[src/rtl/layer_scheduler.sv]
// layer_scheduler: sequences the LeNet layer engines one at a time, inserts an
// idle gap between layers, watches each layer with an optional timeout, and
// steers the shared bias/weights and result BRAM ports to the active engine.
module layer_scheduler #(
    parameter int unsigned N_LAYERS       = 6,
    parameter int unsigned GAP_CYCLES     = 2,
    parameter int unsigned TIMEOUT_CYCLES = 0,
    parameter int unsigned BW_AW          = 19,
    parameter int unsigned RS_AW          = 15,
    parameter int unsigned DW             = 8
) (
    input  logic                      clk,
    input  logic                      rst,
    input  logic                      start,
    output logic [N_LAYERS-1:0]       layer_en,
    input  logic [N_LAYERS-1:0]       layer_finish,
    input  logic [N_LAYERS-1:0]       lyr_bw_ena,
    input  logic [N_LAYERS*BW_AW-1:0] lyr_bw_addra,
    input  logic [N_LAYERS-1:0]       lyr_rs_ena,
    input  logic [N_LAYERS-1:0]       lyr_rs_wea,
    input  logic [N_LAYERS*RS_AW-1:0] lyr_rs_addra,
    input  logic [N_LAYERS*DW-1:0]    lyr_rs_dina,
    output logic                      bias_weights_bram_ena,
    output logic [BW_AW-1:0]          bias_weights_bram_addra,
    output logic                      result_bram_ena,
    output logic                      result_bram_wea,
    output logic [RS_AW-1:0]          result_bram_addra,
    output logic [DW-1:0]             result_bram_dina,
    output logic [2:0]                cur_layer,
    output logic                      busy,
    output logic                      done,
    output logic                      error
);

    localparam int unsigned GAP_W = 4;
    localparam int unsigned WD_W  = 32;

    localparam logic [1:0] S_IDLE = 2'd0;
    localparam logic [1:0] S_RUN  = 2'd1;
    localparam logic [1:0] S_GAP  = 2'd2;
    localparam logic [1:0] S_DONE = 2'd3;

    localparam logic [2:0]       LAST_LAYER = 3'(N_LAYERS - 1);
    localparam logic [GAP_W-1:0] GAP_LOAD   = GAP_W'(GAP_CYCLES - 1);
    localparam logic [WD_W-1:0]  WD_LIMIT   = WD_W'(TIMEOUT_CYCLES - 1);
    localparam bit               WD_ENABLE  = (TIMEOUT_CYCLES != 0);

    logic [1:0]          state_q, state_d;
    logic [N_LAYERS-1:0] layer_en_q, layer_en_d;
    logic [2:0]          cur_layer_q, cur_layer_d;
    logic                busy_q, busy_d;
    logic                done_q, done_d;
    logic                error_q, error_d;
    logic [GAP_W-1:0]    gap_cnt_q, gap_cnt_d;
    logic [WD_W-1:0]     wdog_q, wdog_d;
    logic                finish_c;

    // Only the enabled engine's finish flag is honoured; all others are masked.
    assign finish_c = |(layer_finish & layer_en_q);

    // Next-state logic for the layer sequencer.
    always_comb begin
        state_d     = state_q;
        layer_en_d  = layer_en_q;
        cur_layer_d = cur_layer_q;
        busy_d      = busy_q;
        done_d      = 1'b0;
        error_d     = error_q;
        gap_cnt_d   = gap_cnt_q;
        wdog_d      = wdog_q;
        case (state_q)
            S_IDLE: begin
                if (start) begin
                    state_d     = S_RUN;
                    layer_en_d  = N_LAYERS'(1);
                    cur_layer_d = 3'd0;
                    busy_d      = 1'b1;
                    error_d     = 1'b0;
                    wdog_d      = '0;
                end
            end
            S_RUN: begin
                wdog_d = wdog_q + WD_W'(1);
                // A finish in the timeout cycle takes priority over the watchdog.
                if (finish_c) begin
                    layer_en_d = '0;
                    if (cur_layer_q == LAST_LAYER) begin
                        state_d = S_DONE;
                        done_d  = 1'b1;
                    end else begin
                        state_d   = S_GAP;
                        gap_cnt_d = GAP_LOAD;
                    end
                end else if (WD_ENABLE && (wdog_q == WD_LIMIT)) begin
                    layer_en_d = '0;
                    error_d    = 1'b1;
                    busy_d     = 1'b0;
                    state_d    = S_IDLE;
                end
            end
            S_GAP: begin
                if (gap_cnt_q == '0) begin
                    cur_layer_d = cur_layer_q + 3'd1;
                    layer_en_d  = N_LAYERS'(1) << (cur_layer_q + 3'd1);
                    wdog_d      = '0;
                    state_d     = S_RUN;
                end else begin
                    gap_cnt_d = gap_cnt_q - GAP_W'(1);
                end
            end
            S_DONE: begin
                state_d = S_IDLE;
                busy_d  = 1'b0;
            end
            default: begin
                state_d    = S_IDLE;
                layer_en_d = '0;
                busy_d     = 1'b0;
            end
        endcase
    end

    // Sequencer state and registered outputs.
    always_ff @(posedge clk) begin
        if (rst) begin
            state_q     <= S_IDLE;
            layer_en_q  <= '0;
            cur_layer_q <= 3'd0;
            busy_q      <= 1'b0;
            done_q      <= 1'b0;
            error_q     <= 1'b0;
            gap_cnt_q   <= '0;
            wdog_q      <= '0;
        end else begin
            state_q     <= state_d;
            layer_en_q  <= layer_en_d;
            cur_layer_q <= cur_layer_d;
            busy_q      <= busy_d;
            done_q      <= done_d;
            error_q     <= error_d;
            gap_cnt_q   <= gap_cnt_d;
            wdog_q      <= wdog_d;
        end
    end

    // BRAM port mux: only the enabled engine reaches the BRAMs; write enable
    // is qualified by the same engine's port enable.
    always_comb begin
        bias_weights_bram_ena   = 1'b0;
        bias_weights_bram_addra = '0;
        result_bram_ena         = 1'b0;
        result_bram_wea         = 1'b0;
        result_bram_addra       = '0;
        result_bram_dina        = '0;
        for (int unsigned i = 0; i < N_LAYERS; i++) begin
            if (layer_en_q[i]) begin
                bias_weights_bram_ena   = lyr_bw_ena[i];
                bias_weights_bram_addra = lyr_bw_addra[i*BW_AW +: BW_AW];
                result_bram_ena         = lyr_rs_ena[i];
                result_bram_wea         = lyr_rs_wea[i] & lyr_rs_ena[i];
                result_bram_addra       = lyr_rs_addra[i*RS_AW +: RS_AW];
                result_bram_dina        = lyr_rs_dina[i*DW +: DW];
            end
        end
    end

    assign layer_en  = layer_en_q;
    assign cur_layer = cur_layer_q;
    assign busy      = busy_q;
    assign done      = done_q;
    assign error     = error_q;

endmodule

[config.mk]
export PLATFORM = sky130hd
export DESIGN_NAME = layer_scheduler
export DESIGN_NICKNAME = d
export VERILOG_FILES = /design/src/rtl/layer_scheduler.sv
export SDC_FILE = /design/constraint.sdc
export NUM_CORES = 1
export LEC_CHECK = 0
export CAP_MARGIN = 15
export CORE_AREA = 2 2 130 132
export CTS_CLUSTER_DIAMETER = 30
export CTS_CLUSTER_SIZE = 28
export DETAILED_ROUTE_END_ITERATION = 12
export DIE_AREA = 0 0 132 134
export PLACE_DENSITY = 0.67
export SYNTH_ARGS = -nofsm -noshare
export SYNTH_HDL_FRONTEND = slang
export SYNTH_SLANG_ARGS = --single-unit
[constraint.sdc]
create_clock -name clk -period 2.5 [get_ports clk]
set_clock_uncertainty 0.15 [all_clocks]
set_input_delay 0.5 -clock clk [delete_from_list [all_inputs] [get_ports clk]]
set_output_delay 0.5 -clock clk [all_outputs]
set_load 0.01 [all_outputs]
==> results of run 1 <==
[layout by cell type (no fill, tap or decap), types with 3 or more instances in the layout]
| master | instances |
|---|---|
| dfxtp_4 | 3 |
| a21oi_1 | 15 |
| a22oi_1 | 3 |
| dfxtp_1 | 13 |
| clkbuf_16 | 3 |
| a211oi_1 | 3 |
| o22ai_1 | 44 |
| a221oi_2 | 9 |
| o211ai_1 | 3 |
| inv_1 | 53 |
| buf_4 | 42 |
| buf_12 | 11 |
| a221oi_1 | 32 |
| and3_1 | 3 |
| a31oi_1 | 37 |
| ha_1 | 12 |
| nor3_1 | 3 |
| a211o_1 | 45 |
| nand4_1 | 4 |
| o21ai_0 | 12 |
| nand3_1 | 8 |
| buf_6 | 10 |
| nand2_1 | 49 |
| nor2_1 | 4 |
| clkdlybuf4s50_1 | 287 |
| a31oi_2 | 6 |
| a31oi_4 | 3 |
| buf_2 | 41 |
[power by group through the flow]
stage / combinational [mW] / clock (mW) / sequential (mW)
after floorplan: 1.05 / 0 / 0.371
after global placement: 2.22 / 0 / 0.367
after CTS: 2.37 / 0.331 / 0.365
final: 2.40 / 0.327 / 0.365
after detailed placement: 2.22 / 0 / 0.369
after global routing: 2.59 / 0.348 / 0.373
[timing repair]
action / CTS / global route
resized for setup: 209 / 33
endpoints found under the setup margin: 45 / 42
pin swaps: 21 / 26
gates cloned: 3 / 0
endpoints found under the hold margin: 0 / 0
buffers inserted: 11 / 7
[final cells by class]
class                      count  area, um2  area share
clock buffer                   3       75.1      0.0105
clock inverter                 1       5.00    0.000701
inverter                      54        203      0.0284
multi-input combinational    324       2410       0.337
sequential                    17        353      0.0494
tap                          220        275      0.0385
timing repair buffer         397       3820       0.535
[sequential cells by signal, summed over array words and instances, names as in the netlist]
register   count
layer_en       6
gap_cnt_q      4
cur_layer      3
state_q        2
busy           1
done           1
[kinds of logic after synthesis]
| family | count (synthesis) | share of synthesized area |
|---|---|---|
| multiplexers | 1 | 0.00338 |
| other | 1 | 0.00127 |
| AND/OR/NAND/NOR | 89 | 0.146 |
| AO/OA/AOI/OAI | 220 | 0.544 |
| flip-flops | 17 | 0.115 |
| buffers and inverters | 101 | 0.136 |
| XOR/XNOR | 1 | 0.00296 |
| adder cells (fa/ha/maj) | 12 | 0.0508 |
[layer usage]
layer	up-vias	share of wire
met5	-	0
met1	2364	0.42
met4	0	0.024
met2	270	0.49
met3	33	0.075
li1	2446	-
[path summary, 6_finish.rpt]
check | startpoint | to | slack, ps | depth (start not counted)
worst min register to register | busy$_SDFFE_PP0P_ | busy$_SDFFE_PP0P_ | 340 | 2
worst max register to register | state_q[0]$_SDFFE_PP0P_ | state_q[0]$_SDFFE_PP0P_ | 380 | 6
worst max-delay path | layer_en[1]$_SDFFE_PP0P_ | bias_weights_bram_addra[3] | 4 | 8
worst min-delay path | busy$_SDFFE_PP0P_ | busy$_SDFFE_PP0P_ | 340 | 2
[through the flow]
stage	instances	TNS [ps]	setup WS (ps)
after global routing	1016	-494	-68.2
after detailed placement	995	-10940	-590
final	1016	0	3.71
after floorplan	442	0	358
after global placement	995	-11180	-599
after CTS	1012	-1850	-193
[critical path, stage by stage, from the launching register on]
cell	delay [ps]
dfxtp_4	360
nor2b_4	160
buf_6	140
buf_16	110
buf_6	100
a221oi_4	60
a211o_1	260
a31oi_2	230
buf_2	170
==> qor.yml, run 1 <==
route:
  drc_errors: 0
  initialDrtViolationCount: 297
  drt_first_pass_iters: 5
  post_drt_wl_per_cell_um: 19.8
  via_count: 5113
  wirelength_um: 20100
  final_antenna_net_count: 0
  via_per_inst: 5.03
power:
  power.leakage_nw: 2.87
  total_power_mw: 3.09
  p_seq_frac: 0.118
  p_sw_frac: 0.398
  netSwitchingPower_mw: 1.23
  power.density_mw_per_mm2: 432
  peakVddDrop_uv: 335
  combinationalPowerShare: 0.776
  share_clk_of_total_power: 0.106
  internal-power_mw: 1.86
cells_and_area:
  layout-drive-gt1-share: 0.182
  number_of_nets_in_the_final_layout: 1088
  post-route-util: 0.438
  fillCellCount: 1629
  areaGrowthSynthToFinish_pct: 141
  finish.instance_area_mm2: 0.00714
  antenna_cells: 0
placement:
  postPlaceCellArea_mm2: 0.00685
  dp_hpwl_um: 15200
  io_buffers: 334
  gp_congestion: 0.863
critical_path:
  crit_fanout: 5
  critical_path_arrival_ps: 1850
  worstSetupEndpointType: "primary output"
  cp_data_required_time_ps: 1850
  timing_worst_setup_path_type: "flip-flop to primary output"
  startpoint_type: "flip-flop"
floorplanning:
  core_mm2: 0.0163
  die_y_um: 134
  floorplan.die_area_mm2: 0.0177
  io_pins: 336
  floorplan.initialDensity: 0.182
  row_count: 47
  chipWidth_um: 132
logic_synthesis:
  postSynthNetCount: 733
  synthDominantAreaCellType: "a211o_1"
  yosysMostFrequentCell: "inv_1"
  yosysWarningCount: 0
  yosys_most_used_dff: "dfxtp_1"
  synth.top_cells.by_count: "inv_1 (53), nand2_1 (50), a31oi_1 (46)"
  postSynthCellCount: 442
  syn_area_cell_um2: 6.69
  yosys-top-cells-area: "a211o_1 (13%), a221oi_1 (13%), dfxtp_1 (12%)"
  synthesis.area_mm2: 0.00296
  synth_edf_count: 0
  async_reset_ff_frac: 0
  ys_seq_elements: 17
  synth.distinct_cells: 42
  synth.top_cell.area_share: 0.133
  register_area_share_after_synthesis: 0.115
sta:
  maximum_clock_frequency_ghz: 0.401
  drv_slew: 0
  timing.max_slew.rel_slack: 0.665
  setup_violations: 0
  period_minus_slack_ps: 2500
  finalHoldWorstSlack_ps: 335
  tightest_slew_ps: 497
  rsz_0062_raised_after_global_routing: "yes"
  layout_worst_path_cycle_share: 0.999
  report.final.hold_viol_count: 0
global_route:
  busiest_layer: "met2"
  grt_max_degree: 46
  grt.total_usage: 0.215
  aggregate_global_routing_overflow: 0
  number_of_antenna_violations_at_the_first_check_in_global_routing: 0
  via_count_of_the_first_global_routing_pass: 5053
  globalRouteMet2Util: 0.376
  grt_first_pass_wirelength_um: 29900
  groute.layer.met3.usage: 0.0457
  met1_usage: 0.268
clocking:
  tritoncts_clock_tree: "done"
  cts-hold-fix-buffers: 0
  ctsHtreeMaxLevel: 1
  clock_tree.root_cell: "clkbuf_16"
  numCtsBuffers: 3
  numClockSinks: 17
  clk_latency_ps: 250
  cts-root-to-sink-buffers: 2
  clk_pin_slew_worst_paths_ps: 50
outcome:
  result_of_the_run: "completed"
run:
  maxCapViolations: 0
hold_path:
  hold_path_class: "flip-flop to flip-flop"
Note: power is estimated with default switching activity, not from simulation.
==> run 2: changes to the inputs <==
--- a/config.mk
+++ b/config.mk
@@ -11,7 +11,7 @@
 export CTS_CLUSTER_SIZE = 28
 export DETAILED_ROUTE_END_ITERATION = 12
 export DIE_AREA = 0 0 132 134
-export PLACE_DENSITY = 0.67
+export PLACE_DENSITY_LB_ADDON = 0.1
 export SYNTH_ARGS = -nofsm -noshare
 export SYNTH_HDL_FRONTEND = slang
 export SYNTH_SLANG_ARGS = --single-unit
==> run 2 against run 1 <==
- clock-buffer cell count did not move
- global-route usage fell by 0.97 points
- total power fell by 9.1%
- hold slack got worse by 1.6 ps
- die area did not move
- clock power fell by 3%
- sequential share of layout area rose by 0.33 points
- largest cell class unchanged
- largest power group unchanged
==> qor.yml, run 2 (synthesized netlist as in run 1, its figures left out) <==
outcome:
  result_of_the_run: "completed"
cells_and_area:
  finish.instance_area_mm2: 0.00669
  areaGrowthSynthToFinish_pct: 126
  number_of_nets_in_the_final_layout: 1056
  post-route-util: 0.411
  mostFrequentLayoutCell: "clkdlybuf4s50_1"
  fin_cells: 985
  largest_register_ff_count: 6
  mostFrequentLayoutCells: "clkdlybuf4s50_1 (289), inv_1 (53), nand2_1 (49)"
  layout-drive-gt1-share: 0.115
hold_path:
  hold_path_class: "flip-flop to flip-flop"
  hold_path_depth: 2
critical_path:
  slowest_delay_ps: 360
  critPathTopFamily: "buffers and inverters"
  cp_data_required_time_ps: 1850
  critical_path_arrival_ps: 1840
  r2r_setup_slack_ps: 400
  path_cells: "nor2b_4 > buf_4 > bufbuf_16 > a221oi_1 > a211o_1 > a31oi_1 > buf_2"
  worstSetupEndpointType: "primary output"
  timing_worst_setup_path_type: "flip-flop to primary output"
  reg2reg_depth: 6
  cp.depth: 7
  startpoint_type: "flip-flop"
  crit_fanout: 12
  cp_num_buf_inv: 3
  critical-path-slowest-cell: "dfxtp_4"
global_route:
  via_count_of_the_first_global_routing_pass: 4861
  aggregate_global_routing_overflow: 0
  grt_first_pass_wirelength_um: 28800
  number_of_antenna_violations_at_the_first_check_in_global_routing: 1
  grt.total_usage: 0.205
  grt_max_degree: 44
route:
  final_antenna_net_count: 0
  drc_errors: 0
  via_count: 4918
  wirelength_um: 19800
  initialDrtViolationCount: 256
  post_drt_wl_per_cell_um: 20.1
  via_per_inst: 4.99
  drt_first_pass_iters: 5
sta:
  rsz_0062_raised_after_global_routing: "yes"
  drv_slew: 0
  layout_worst_path_cycle_share: 0.997
  maximum_clock_frequency_ghz: 0.401
  period_minus_slack_ps: 2490
  setup_violations: 0
  report.final.hold_viol_count: 0
placement:
  dp_hpwl_um: 15600
  io_buffers: 334
  postPlaceCellArea_mm2: 0.00671
  number_of_placed_instances_taps_included: 975
  gp_congestion: 0.914
clocking:
  clk_pin_slew_worst_paths_ps: 50
  clk_latency_ps: 240
  ctsHtreeMaxLevel: 1
  numCtsBuffers: 3
  numClockSinks: 17
  clock_tree.root_cell: "clkbuf_16"
  tritoncts_clock_tree: "done"
  cts-hold-fix-buffers: 0
  cts-root-to-sink-buffers: 2
floorplanning:
  floorplan.initialDensity: 0.182
  die_y_um: 134
  chipWidth_um: 132
  floorplan.die_area_mm2: 0.0177
  core_mm2: 0.0163
  io_pins: 336
  row_count: 47
run:
  maxCapViolations: 0
power:
  power.leakage_nw: 2.64
  power.density_mw_per_mm2: 420
  peakVddDrop_uv: 578
[run 2: cell count changes in the layout (fill, tap and decap cells not counted), sizes merged]
cell,previous run,this run
clkdlybuf4s50,287,289
diode,0,1
bufbuf,0,1
dlygate4sd2,2,7
buf,107,58
clkbuf,3,12
[run 2: area by class of cell]
cell class,instances,area (um2)
Multi-Input combinational cell,324,2250
Inverter,54,203
Fill cell,1695,9600
Antenna cell,1,2.50
Clock buffer,3,75.1
Sequential cell,17,353
Tap cell,220,275
Clock inverter,1,5.00
Timing Repair Buffer,365,3520
[run 2: layer usage]
metal / track usage / routed length (um) / vias up / part of all wire
li1: - / - / 2382 / -
met1: 0.249 / 8150 / 2266 / 0.41
met2: 0.363 / 9510 / 232 / 0.48
met3: 0.0438 / 1420 / 38 / 0.072
met4: 0.0622 / 720 / 0 / 0.036
met5: 0 / 0 / - / 0
[run 2: metrics by stage]
| step | setup slack, ps | TNS, ps | total power [mW] | hold WS, ps |
|---|---|---|---|---|
| floorplan | 358 | 0 | 1.42 | 298 |
| CTS | -205 | -1150 | 2.85 | 340 |
| finish | 8.72 | 0 | 2.81 | 333 |
| global placement | -345 | -9600 | 2.56 | 325 |
| global route | -69.8 | -686 | 3.01 | 362 |
| detailed placement | -303 | -9830 | 2.57 | 332 |
[run 2: worst paths after layout]
kind / startpoint / to
worst min-delay path: busy$_SDFFE_PP0P_ / busy$_SDFFE_PP0P_
worst max register to register: state_q[0]$_SDFFE_PP0P_ / state_q[0]$_SDFFE_PP0P_
worst max-delay path: layer_en[1]$_SDFFE_PP0P_ / result_bram_addra[4]
worst min register to register: busy$_SDFFE_PP0P_ / busy$_SDFFE_PP0P_
[run 2: power by group]
group | internal, mW | total (mW) | switching [mW]
clock | 0.214 | 0.317 | 0.103
combinational | 1.16 | 2.13 | 0.965
sequential | 0.318 | 0.365 | 0.0468
[run 2: what timing repair did]
item,4_1_cts,5_1_grt
setup buffers,2,3
setup endpoints to repair,44,40
gates cloned,1,0
pin swaps,1,14
resized for setup,139,27
[run 2: worst register-to-register path, stage by stage (launching register included)]
cell     delay [ps]
dfxtp_1         330
inv_1            90
ha_1            460
inv_1           180
o21ai_0         450
o21ai_0         170
a31oi_1         190
